File: src/rtl/cam_capture_ctrl.sv
// Frame-capture scheduler for the camera -> frame buffer path: decides which camera frames
// are written, gates the writer, clears its address at frame start and checks pixel counts.
module cam_capture_ctrl #(
    parameter int unsigned IMG_W       = 160,
    parameter int unsigned IMG_H       = 120,
    parameter int unsigned PX_CNT_W    = 15,
    parameter int unsigned FRAME_CNT_W = 8,
    parameter int unsigned SYNC_STAGES = 2
) (
    input  logic                   clk,
    input  logic                   rst,
    input  logic                   cap_start,
    input  logic                   cap_cont,
    input  logic                   cap_stop,
    input  logic                   CAM_vsync,
    input  logic                   px_wr,
    output logic                   cap_en,
    output logic                   addr_clr,
    output logic                   busy,
    output logic                   frame_done,
    output logic                   frame_err,
    output logic [PX_CNT_W-1:0]    px_count,
    output logic [FRAME_CNT_W-1:0] frame_cnt
);

    localparam logic [PX_CNT_W-1:0] PX_FULL = PX_CNT_W'(IMG_W * IMG_H);

    typedef enum logic [1:0] {IDLE, ARM, CAPTURE, DONE} state_t;

    state_t                 state, state_nxt;
    logic [SYNC_STAGES-1:0] vs_sync;
    logic                   vs_s, vs_d, vs_rise, vs_fall;
    logic                   stop_pending, ovf;
    logic                   frame_start, frame_end, px_inc, px_sat;
    logic [PX_CNT_W-1:0]    px_next;
    logic                   ovf_next;

    always_ff @(posedge clk or posedge rst) begin
        if (rst) begin
            vs_sync <= '0;
            vs_d    <= 1'b0;
        end else begin
            vs_sync <= {vs_sync[SYNC_STAGES-2:0], CAM_vsync};
            vs_d    <= vs_s;
        end
    end

    assign vs_s    = vs_sync[SYNC_STAGES-1];
    assign vs_rise = vs_s & ~vs_d;
    assign vs_fall = ~vs_s & vs_d;

    assign frame_start = (state == ARM) && !cap_stop && vs_fall;
    assign frame_end   = (state == CAPTURE) && vs_rise;
    assign px_inc      = (state == CAPTURE) && px_wr;
    assign px_sat      = (px_count == PX_FULL);

    // A pixel coinciding with the closing vsync edge must be reflected in frame_err.
    assign px_next  = (px_inc && !px_sat) ? px_count + PX_CNT_W'(1) : px_count;
    assign ovf_next = ovf | (px_inc & px_sat);

    always_ff @(posedge clk or posedge rst) begin
        if (rst) state <= IDLE;
        else     state <= state_nxt;
    end

    always_comb begin
        state_nxt = state;
        unique case (state)
            IDLE:    if (!cap_stop && (cap_start || cap_cont)) state_nxt = ARM;
            ARM:     if (cap_stop) state_nxt = IDLE;
                     else if (vs_fall) state_nxt = CAPTURE;
            CAPTURE: if (vs_rise) state_nxt = DONE;
            DONE:    state_nxt = (cap_cont && !stop_pending && !cap_stop) ? ARM : IDLE;
            default: state_nxt = IDLE;
        endcase
    end

    always_comb begin
        cap_en     = (state == CAPTURE);
        busy       = (state != IDLE);
        frame_done = (state == DONE);
        addr_clr   = frame_start;
    end

    always_ff @(posedge clk or posedge rst) begin
        if (rst) begin
            px_count     <= '0;
            ovf          <= 1'b0;
            stop_pending <= 1'b0;
            frame_err    <= 1'b0;
            frame_cnt    <= '0;
        end else begin
            if (frame_start) begin
                px_count <= '0;
                ovf      <= 1'b0;
            end else if (state == DONE) begin
                ovf      <= 1'b0;
            end else begin
                px_count <= px_next;
                ovf      <= ovf_next;
            end
            if ((state == CAPTURE) && cap_stop) stop_pending <= 1'b1;
            else if (state == DONE)             stop_pending <= 1'b0;
            if (frame_end) begin
                frame_err <= (px_next != PX_FULL) || ovf_next;
                frame_cnt <= frame_cnt + FRAME_CNT_W'(1);
            end
        end
    end

endmodule

File: config.mk
export PLATFORM = sky130hd
export DESIGN_NAME = cam_capture_ctrl
export DESIGN_NICKNAME = d
export VERILOG_FILES = /design/src/rtl/cam_capture_ctrl.sv
export SDC_FILE = /design/constraint.sdc
export NUM_CORES = 1
export LEC_CHECK = 0
export BUFFER_PORTS_ARGS = -buffer_cell sky130_fd_sc_hd__buf_2
export CORE_UTILIZATION = 56
export CTS_BUF_LIST = sky130_fd_sc_hd__clkbuf_8
export CTS_CLUSTER_DIAMETER = 60
export DETAILED_ROUTE_END_ITERATION = 10
export PLACE_DENSITY = 0.81
export SYNTH_ARGS = -nofsm -noshare
export SYNTH_HDL_FRONTEND = slang
export SYNTH_SLANG_ARGS = --single-unit
export TNS_END_PERCENT = 50
File: constraint.sdc
create_clock -name clk -period 2.1 [get_ports clk]
set_input_delay 0.21 -clock clk [delete_from_list [all_inputs] [get_ports clk]]
set_output_delay 0.21 -clock clk [all_outputs]
set_load 0.01 [all_outputs]
==> results of run 1 <==
## layout by cell type (no fill, tap or decap), types with 6 or more instances in the layout
cell / count
xnor2_1: 6
nand3_1: 11
xor2_1: 9
nand2_1: 18
o21ai_0: 9
buf_4: 10
nor2_1: 17
clkbuf_8: 6
buf_2: 34
dfrtp_1: 30
nand4_1: 7
## worst reg2reg max path: cells and delay by family (launching register included)
kind	cells	cell delay [ps]
and+or+nand+nor	2	410
DFF	1	380
AOI/OAI and AO/OA	3	840
buffers and inverters	1	70
adders and majority gates	1	140
## metrics by stage
stage | power [uW] | hold WS [ps] | setup WS [ps] | cell area [sq um] | utilization
after floorplan | 991 | 241 | 182 | 1720 | -
after global placement | 1120 | 296 | 250 | 1950 | 0.689
after detailed placement | 1140 | 318 | 72.2 | 1950 | 0.689
after CTS | 1750 | 11.2 | 56.2 | 2070 | 0.731
after global routing | 1830 | 27.7 | 2.00 | 2080 | 0.736
final | 1740 | 0.0400 | 129 | 2080 | 0.736
## report_power, final
group / switching, uW / total, uW / internal [uW]
Sequential: 88.2 / 754 / 666
Clock: 212 / 595 / 383
Combinational: 204 / 389 / 185
Total: 504 / 1740 / 1230
## cell type report
class	instances	area, sq um	area share
multi-input cells	131	877	0.421
flip-flops and latches	31	777	0.373
repair buffers	44	245	0.118
clock buffers	6	82.6	0.0397
well taps	31	38.8	0.0186
clock inverters	2	35.0	0.0168
inverters	7	26.3	0.0126
## registers in the layout (all words and copies together), names as in the netlist, named ones only
name	flops
frame_err	1
ovf	1
state	1
px_count	15
frame_cnt	8
vs_d	1
stop_pending	1
vs_sync	2
## metal layers
metal,part of all wire,GRT usage,vias up
li1,-,-,710
met3,0.064,0.0635,2
met4,0.0077,0.0453,0
met2,0.47,0.375,47
met5,0,0,-
met1,0.46,0.333,669
## path summary, 6_finish.rpt
check                      cells after the start        start  slack, ps          end
max                                            7  px_count[0]        130    frame_err
min                                            3          rst       0.04    frame_err
max reg2reg                                    7  px_count[0]        130    frame_err
min reg2reg                                    0   vs_sync[0]        360   vs_sync[1]
max in group asynchronous                      3          rst       1800  px_count[2]
min in group clk                               1    CAM_vsync         30   vs_sync[0]
## cells by family (layout without fill, tap and decap cells)
family          Yosys count  after routing  synth area share
simple gates             85             85             0.289
flops                    31             31             0.452
compound gates           26             26             0.104
xor+xnor                 15             15            0.0765
buf+inv                  15             59            0.0452
fa+ha+maj                 3              3            0.0219
mux                       2              2            0.0124
## timing repair
| item | CTS | global route |
|---|---|---|
| setup buffers | 0 | 0 |
| setup endpoints to repair | 0 | 1 |
| gates resized for setup | 0 | 4 |
| hold endpoints to repair | 0 | 0 |
==> run metrics, run 1 <==
status finished, violations left; failing checks DRC; number of port buffers 34; Post-Layout Cell Count 252; synth cell count leaders dfrtp_1 (31), nand2_1 (18), nor2_1 (17); core box area 2830 sq um; routability cong. 0.841; total grt overflow 0; crit path kind flop to flop; synthesized area 1720 sq um; # setup viols final 0; dpl cells 244; Synth Instances 177; clk_skew 7.44 ps; CP max-delay cell dfrtp_1; DR vias/cell 5.67; CTS buffer count 5; setup repair after global routing missed its margin false; largest net degree at the start of global routing 32; top-count cell post-synth dfrtp_1; cells taking the most area after synthesis dfrtp_1 (45%), xor2_1 (4.6%), nand2_1 (3.9%); Row Count 19; via count 1,428; share of cells above drive strength 1 0.290; # nets final 230; GRT Util Overall 0.238; clk sinks 31; crit-path cells inv_1 -> ha_1 -> and4bb_2 -> nand4_4 -> a211o_1 -> a222oi_1 -> a41oi_1; Post-DP HPWL 2.61 mm; DIE WIDTH 57.4 microns; Worst EP arrival 2110 ps; WL/cell 14.0 microns; Detailed Routing Iterations Pass 1 7; Synth-to-Final Area Change 21.3%; power density cells 835 nW/um^2; Max IR drop VDD 619 uV; Hold Buf Count CTS 0; Routed Antenna Nets 0; fill cell count 227; worst hold path type primary input to asynchronous set/reset pin; cell family with most CP delay compound AO/OA/AOI/OAI gates; Yosys reg bits 31; Top FF cell, synth dfrtp_1; initial antenna violation count 0; final setup TNS 0 ps; 1st-iter DRT viols 78; final period utilization 0.938; Worst-Skew Late Latency 280 ps; number of global-route vias before repair 1,303; Syn Nets 187; CP required 2240 ps; max_cap viols 0; Die Span Y 57.4 microns; clk buf depth 2; H-tree levels 2; antenna diode count 0; Startpoint Class flop; CTS tree yes; Leak 0.00101 uW; Max stage delay on crit path 380 ps; Pins Over Slew Limit 0; Fin. Hold Viols 0; clk root buf clkbuf_8; post-layout min period 1970 ps; remaining routing DRC violations 6; CP bufs+invs 1; Initial Utilization 0.607; Syn Area/Cell 9.70 sq um; relative slew slack 0.709; first-pass GRT wire length 6.05 mm; Ports 35; Worst-path clk slew 70 ps; dominant cell type by area after synthesis dfrtp_1; Yosys top cell area share 0.452; async set-reset flop share out of synthesis 1.00; kind of end point of the critical path flop; Max Fanout on Critical Path 6; Seq/Total Area, Yosys 0.452; Synth Warn # 0; Worst Tran Pin Value 434 ps; max frequency 507 MHz; total die area 3290 sq um; Routed WL 3.52 mm; Yosys cell types 48; Post-synth EDFFs 0
Note: power is estimated with default switching activity, not from simulation.
==> inputs of run 2 (changes only) <==
- PLACE_DENSITY: 0.81 -> 0.89
==> run 2 against run 1 <==
  * Routed wire length increased by 4.9%
  * The flow still finishes with violations (DRC)
  * Global-route usage increased by 0.88 points
  * Critical endpoint unchanged
  * Sequential power decreased by 1%
  * Via count increased by 7.4%
  * Setup slack improved by 36 ps
  * Die area unchanged
  * Clock-buffer cell count unchanged
==> run metrics, run 2 (same netlist as run 1, synthesis figures left out) <==
Max Fanout on Critical Path 6 (unchanged); Comb pwr share 0.248 (+0.024); number of global-route vias before repair 1,424 (+9.3%); highest-count cells in the layout ignoring fill and taps buf_2 (34), dfrtp_1 (31), nand2_1 (18), nor2_1 (17); Clk pwr share 0.288 (-0.054); Worst R2R End frame_err; 1st-iter DRT viols 85 (+9.0%); DR vias/cell 6.08 (+7.4%); Post-Layout Cell Count 252 (unchanged); DR WL met3 280 microns (+24%); max_cap viols 0 (unchanged); kind of end point of the critical path flop; reg2reg setup slack 170 ps (+40 ps); Final Cell Area 2050 sq um (-1.6%); via count 1,533 (+7.4%); relative slew slack 0.596 (-0.114); max frequency 517 MHz (+1.9%); M1 WL 1.55 mm (-4.4%); GRT Util Overall 0.247 (+0.00877); Flop pwr share 0.464 (+0.030); total grt overflow 0 (unchanged); dpl cells 245 (+0.41%); largest net degree at the start of global routing 32 (unchanged); crit path kind flop to flop; CTS buffer count 5 (unchanged); Die Span Y 57.4 microns (unchanged); Initial Utilization 0.607 (unchanged); Post-DP HPWL 2.74 mm (+5.1%); DR WL met2 1.81 mm (+10%); # nets final 231 (+0.43%); # setup viols final 0 (unchanged); Routed Antenna Nets 0 (unchanged); remaining routing DRC violations 5 (-1); post-layout min period 1930 ps (-36.2 ps); Worst EP arrival 2070 ps (-40 ps); number of port buffers 34 (unchanged); Row Count 19 (unchanged); total die area 3290 sq um (unchanged); setup repair after global routing missed its margin false; Leak 0.00101 uW (+0.23%); DIE WIDTH 57.4 microns (unchanged); Power Internal 1110 uW (-9.8%); first-pass GRT wire length 6.24 mm (+3.1%); Worst-path clk slew 60 ps (about the same); Max IR drop VDD 638 uV (+3.2%); worst hold path type primary input to asynchronous set/reset pin; power density cells 782 nW/um^2 (-6.3%); Synth-to-Final Area Change 19.4%; CP required 2240 ps (about the same); final setup TNS 0 ps (unchanged); routability cong. 0.833 (-0.99%); share of cells above drive strength 1 0.281 (-0.00905); Fin. Hold Viols 0 (unchanged); Reg with most FFs px_count; antenna diode count 0 (unchanged); failing checks DRC; clk_skew 2.99 ps (-4.44 ps); clk buf depth 2 (unchanged); initial antenna violation count 0 (unchanged); Worst Tran Pin Value 598 ps (+164 ps); Pins Over Slew Limit 0 (unchanged); Net Switching 490 uW (-2.9%); WL/cell 14.6 microns (+4.9%); H-tree levels 2 (unchanged); Post-DP Area 1960 sq um (+0.39%); uppermost layer routed met4; clk sinks 31 (unchanged); Worst-Skew Late Latency 280 ps (about the same); Detailed Routing Iterations Pass 1 7 (unchanged); Routed WL 3.69 mm (+4.9%); max reg flops 15 (unchanged); CTS tree yes; Reg2Reg Depth 7 (unchanged); most common cell after layout, fill and taps aside buf_2; Switching Fraction 0.306 (+0.0156); clk root buf clkbuf_8; final period utilization 0.921 (-0.0172); FF-to-FF Start px_count[0]; post-layout util 0.724 (-0.0115); core box area 2830 sq um (unchanged); Startpoint Class flop; Largest regs px_count (15), frame_cnt (8), vs_sync (2); status finished, violations left; Ports 35 (unchanged)
-- run 2: cell count changes in the layout (fill, tap and decap cells not counted) --
cell       change
dfrtp_2        -1
nand4_4        -1
nand4_2        +1
inv_2          -1
bufinv_16      -1
inv_1          +1
buf_4          +1
dfrtp_1        +1
-- run 2: final cells by class --
class / count / area (sq um)
clock inverter: 1 / 5.00
fill: 213 / 779
timing repair buffer: 45 / 253
inverter: 7 / 26.3
sequential: 31 / 776
clock buffer: 6 / 82.6
tap: 31 / 38.8
multi-input combinational: 131 / 868
-- run 2: layer usage --
| layer | global-route usage | up-vias |
|---|---|---|
| met4 | 0.0941 | 0 |
| li1 | - | 717 |
| met3 | 0.0612 | 7 |
| met5 | 0 | - |
| met2 | 0.387 | 69 |
| met1 | 0.332 | 740 |
-- run 2: worst max-delay path by stage --
stage	startpoint	end	slack, ps	cells after the start
after CTS	px_count[0]	frame_err	140	7
after global placement	px_count[0]	frame_err	250	7
after floorplan	px_count[0]	frame_err	180	7
final	px_count[0]	frame_err	170	7
after detailed placement	px_count[0]	frame_err	160	7
after global routing	px_count[1]	frame_err	40	7
-- run 2: what timing repair did --
action / CTS / global route
hold buffers: 0 / 0
setup buffers: 0 / 0
gates resized for setup: 0 / 1
hold endpoints to repair: 0 / 0
endpoints found under the setup margin: 0 / 1
-- run 2: worst max-delay path, cell delays in order, from the launching register on --
cell and delay (ps):
dfrtp_1 370, inv_1 80, ha_1 140, and4bb_2 230
nand4_2 170, a211o_1 330, a222oi_1 330, a41oi_1 160
-- run 2: metrics by stage --
| stage | total power (uW) | hold slack, ps | worst slack [ps] |
|---|---|---|---|
| 2_1_floorplan | 991 | 241 | 182 |
| 3_3_place_gp | 1140 | 302 | 247 |
| 3_5_place_dp | 1150 | 314 | 163 |
| 4_1_cts | 1610 | 12.8 | 137 |
| 5_1_grt | 1700 | 31.1 | 37.4 |
| 6_report | 1600 | 0.512 | 165 |
-- run 2: power groups by stage --
stage	Combinational, uW	Clock (uW)	Sequential, uW
CTS	399	470	741
floorplan	218	0	773
global placement	388	0	749
detailed placement	397	0	752
finish	398	462	743
global route	445	497	754
==> inputs of run 3 (changes only) <==
- CORE_UTILIZATION: 56 -> 51
- MAX_ROUTING_LAYER: default -> met4
- PLACE_DENSITY: 0.89 -> 0.86
- clock period: 2.1 -> 1.71 ns (I/O delays scaled with it)
==> run 3 against run 2 <==
  * The flow finishes with violations (setup timing)
  * Clock skew up 4.0 ps
  * Hold slack better by 150 ps
  * Via count up 5.5%
  * Sequential power up 23%
  * Combinational power up 55%
  * Cell count up 16%
  * Critical path depth unchanged
  * Clock-buffer cell count up 1
  * Non-clock buffer count up 27
  * Core utilization up 2.6 points
  * Fmax up 5.8%
  * Critical endpoint unchanged
==> run metrics, run 3 (same netlist as run 1, synthesis figures left out) <==
status finished, violations left; failing checks setup timing; FF-to-FF Start px_count[0]; Max IR drop VDD 725 uV (+14%); clk_skew 6.97 ps (+3.98 ps); via count 1,618 (+5.5%); cell family with most CP delay compound AO/OA/AOI/OAI gates; setup repair after global routing missed its margin true; remaining routing DRC violations 0 (-5); Hold Crit Start cap_stop; Routed Antenna Nets 0 (unchanged); Post-DP HPWL 3.00 mm (+9.6%); Reg with most FFs px_count; # nets final 258 (+12%); CTS tree yes; most common cell after layout, fill and taps aside buf_4; Max stage delay on crit path 410 ps (+40 ps); Pins Over Slew Limit 0 (unchanged); fill cell count 224 (+5.2%); CP max-delay cell dfrtp_2; antenna diode count 0 (unchanged); Row Count 20 (+1); first-pass GRT wire length 6.42 mm (+2.9%); number of port buffers 34 (unchanged); final period utilization 1.07 (+0.148); final setup TNS -118 ps (-118 ps); Ports 35 (unchanged); relative slew slack 0.788 (+0.192); clk buf depth 2 (unchanged); clk sinks 31 (unchanged); setup ws final -118 ps (-284 ps); Max Fanout on Critical Path 3 (-3); Final Cell Area 2350 sq um (+15%); DR vias/cell 5.52 (-9.2%); Setup crit start px_count[0]; Worst Tran Pin Value 318 ps (-280 ps); Routed WL 4.22 mm (+14%); CP bufs+invs 1 (unchanged); Detailed Routing Iterations Pass 1 5 (-2); post-layout util 0.751 (+0.0263); Worst-Skew Late Latency 280 ps (about the same); Largest regs px_count (15), frame_cnt (8), vs_sync (2); Initial Utilization 0.549 (-0.0580); Leak 0.00116 uW (+15%); Worst EP arrival 1970 ps (-100 ps); post-layout min period 1830 ps (-106 ps); Post-Layout Cell Count 293 (+16%); crit path kind flop to flop; share of cells above drive strength 1 0.406 (+0.125); power density cells 918 nW/um^2 (+17%); # setup viols final 1 (+1); total die area 3600 sq um (+9.5%); Die Span Y 60.0 microns (+4.6%); routability cong. 0.873 (+4.8%); initial antenna violation count 0 (unchanged); WL/cell 14.4 microns (-1.6%); max reg flops 15 (unchanged); dpl cells 281 (+15%); CP required 1860 ps (-380 ps); Fin. Hold Viols 0 (unchanged); number of global-route vias before repair 1,433 (+0.63%); clk root buf clkbuf_8; Startpoint Class flop; GRT Util Overall 0.255 (+0.00752); Worst-path clk slew 70 ps (about the same); CTS buffer count 5 (unchanged); highest-count cells in the layout ignoring fill and taps buf_4 (35), buf_2 (34), dfrtp_1 (28), nand2_1 (17), nor2_1 (15); Synth-to-Final Area Change 36.8%; kind of end point of the critical path flop; 1st-iter DRT viols 67 (-21%); DIE WIDTH 60.0 microns (+4.6%); max_cap viols 0 (unchanged); H-tree levels 2 (unchanged); crit-path cells inv_2 -> ha_1 -> and4bb_2 -> nand4_4 -> a211o_1 -> a222oi_1 -> a41oi_1; total grt overflow 0 (unchanged); Post-DP Area 2160 sq um (+10%); largest net degree at the start of global routing 16 (-50%); core box area 3130 sq um (+11%); max frequency 547 MHz (+5.8%); worst hold path type primary input to flop
==> run 3: changes by cell type in the layout (fill, tap and decap cells not counted), sizes merged <==
cell	before	now
clkbuf	6	7
dlygate4sd3	0	2
clkinv	2	1
buf	45	70
inv	6	7
==> run 3: area by class of cell <==
cell class / instances / area (sq um) / area share
clock buffer: 7 / 96.3 / 0.0410
clock inverter: 1 / 3.75 / 0.00160
inverter: 7 / 27.5 / 0.0117
multi-input combinational: 131 / 922 / 0.393
sequential: 31 / 779 / 0.332
tap: 44 / 55.1 / 0.0234
timing repair buffer: 72 / 464 / 0.198
==> run 3: worst register-to-register path: stages, from the launching register on <==
cell and delay (ps):
dfrtp_2 410, inv_2 60, ha_1 130, and4bb_2 260
nand4_4 90, a211o_1 280, a222oi_1 310, a41oi_1 160
==> run 3: per-layer routing <==
layer / global-route usage / vias to the layer above / share of wire
li1: - / 770 / -
met1: 0.313 / 793 / 0.44
met2: 0.417 / 49 / 0.50
met3: 0.0714 / 6 / 0.054
met4: 0.0565 / 0 / 0.0076
met5: - / - / 0
==> run 3: worst paths after layout <==
| kind | end | slack (ps) | cells after the start |
|---|---|---|---|
| setup reg to reg | frame_err | -120 | 7 |
| min in group asynchronous | frame_cnt[0] | 320 | 3 |
| setup / recovery | frame_err | -120 | 7 |
| hold reg to reg | vs_sync[1] | 350 | 0 |
| max in group asynchronous | px_count[14] | 940 | 4 |
| hold / removal | stop_pending | 150 | 3 |
==> run 3: power breakdown <==
| group | internal (uW) | switching (uW) |
|---|---|---|
| clock | 361 | 262 |
| combinational | 307 | 309 |
| sequential | 821 | 95.2 |
==> run 3: metrics by stage <==
step,total power (uW),setup WS [ps],hold slack [ps]
2_1_floorplan,1230,-120,202
3_3_place_gp,1470,-56.9,82.6
3_5_place_dp,1490,-144,86.6
4_1_cts,2130,-126,155
5_1_grt,2270,-232,171
6_report,2160,-118,151
==> run 3: what timing repair did <==
action                                  4_1_cts  5_1_grt
hold buffers                                  2        0
gates resized for setup                       3       13
endpoints found under the setup margin        3        6
setup buffers                                 0        2
endpoints found under the hold margin         5        0
pin swaps                                     1        2
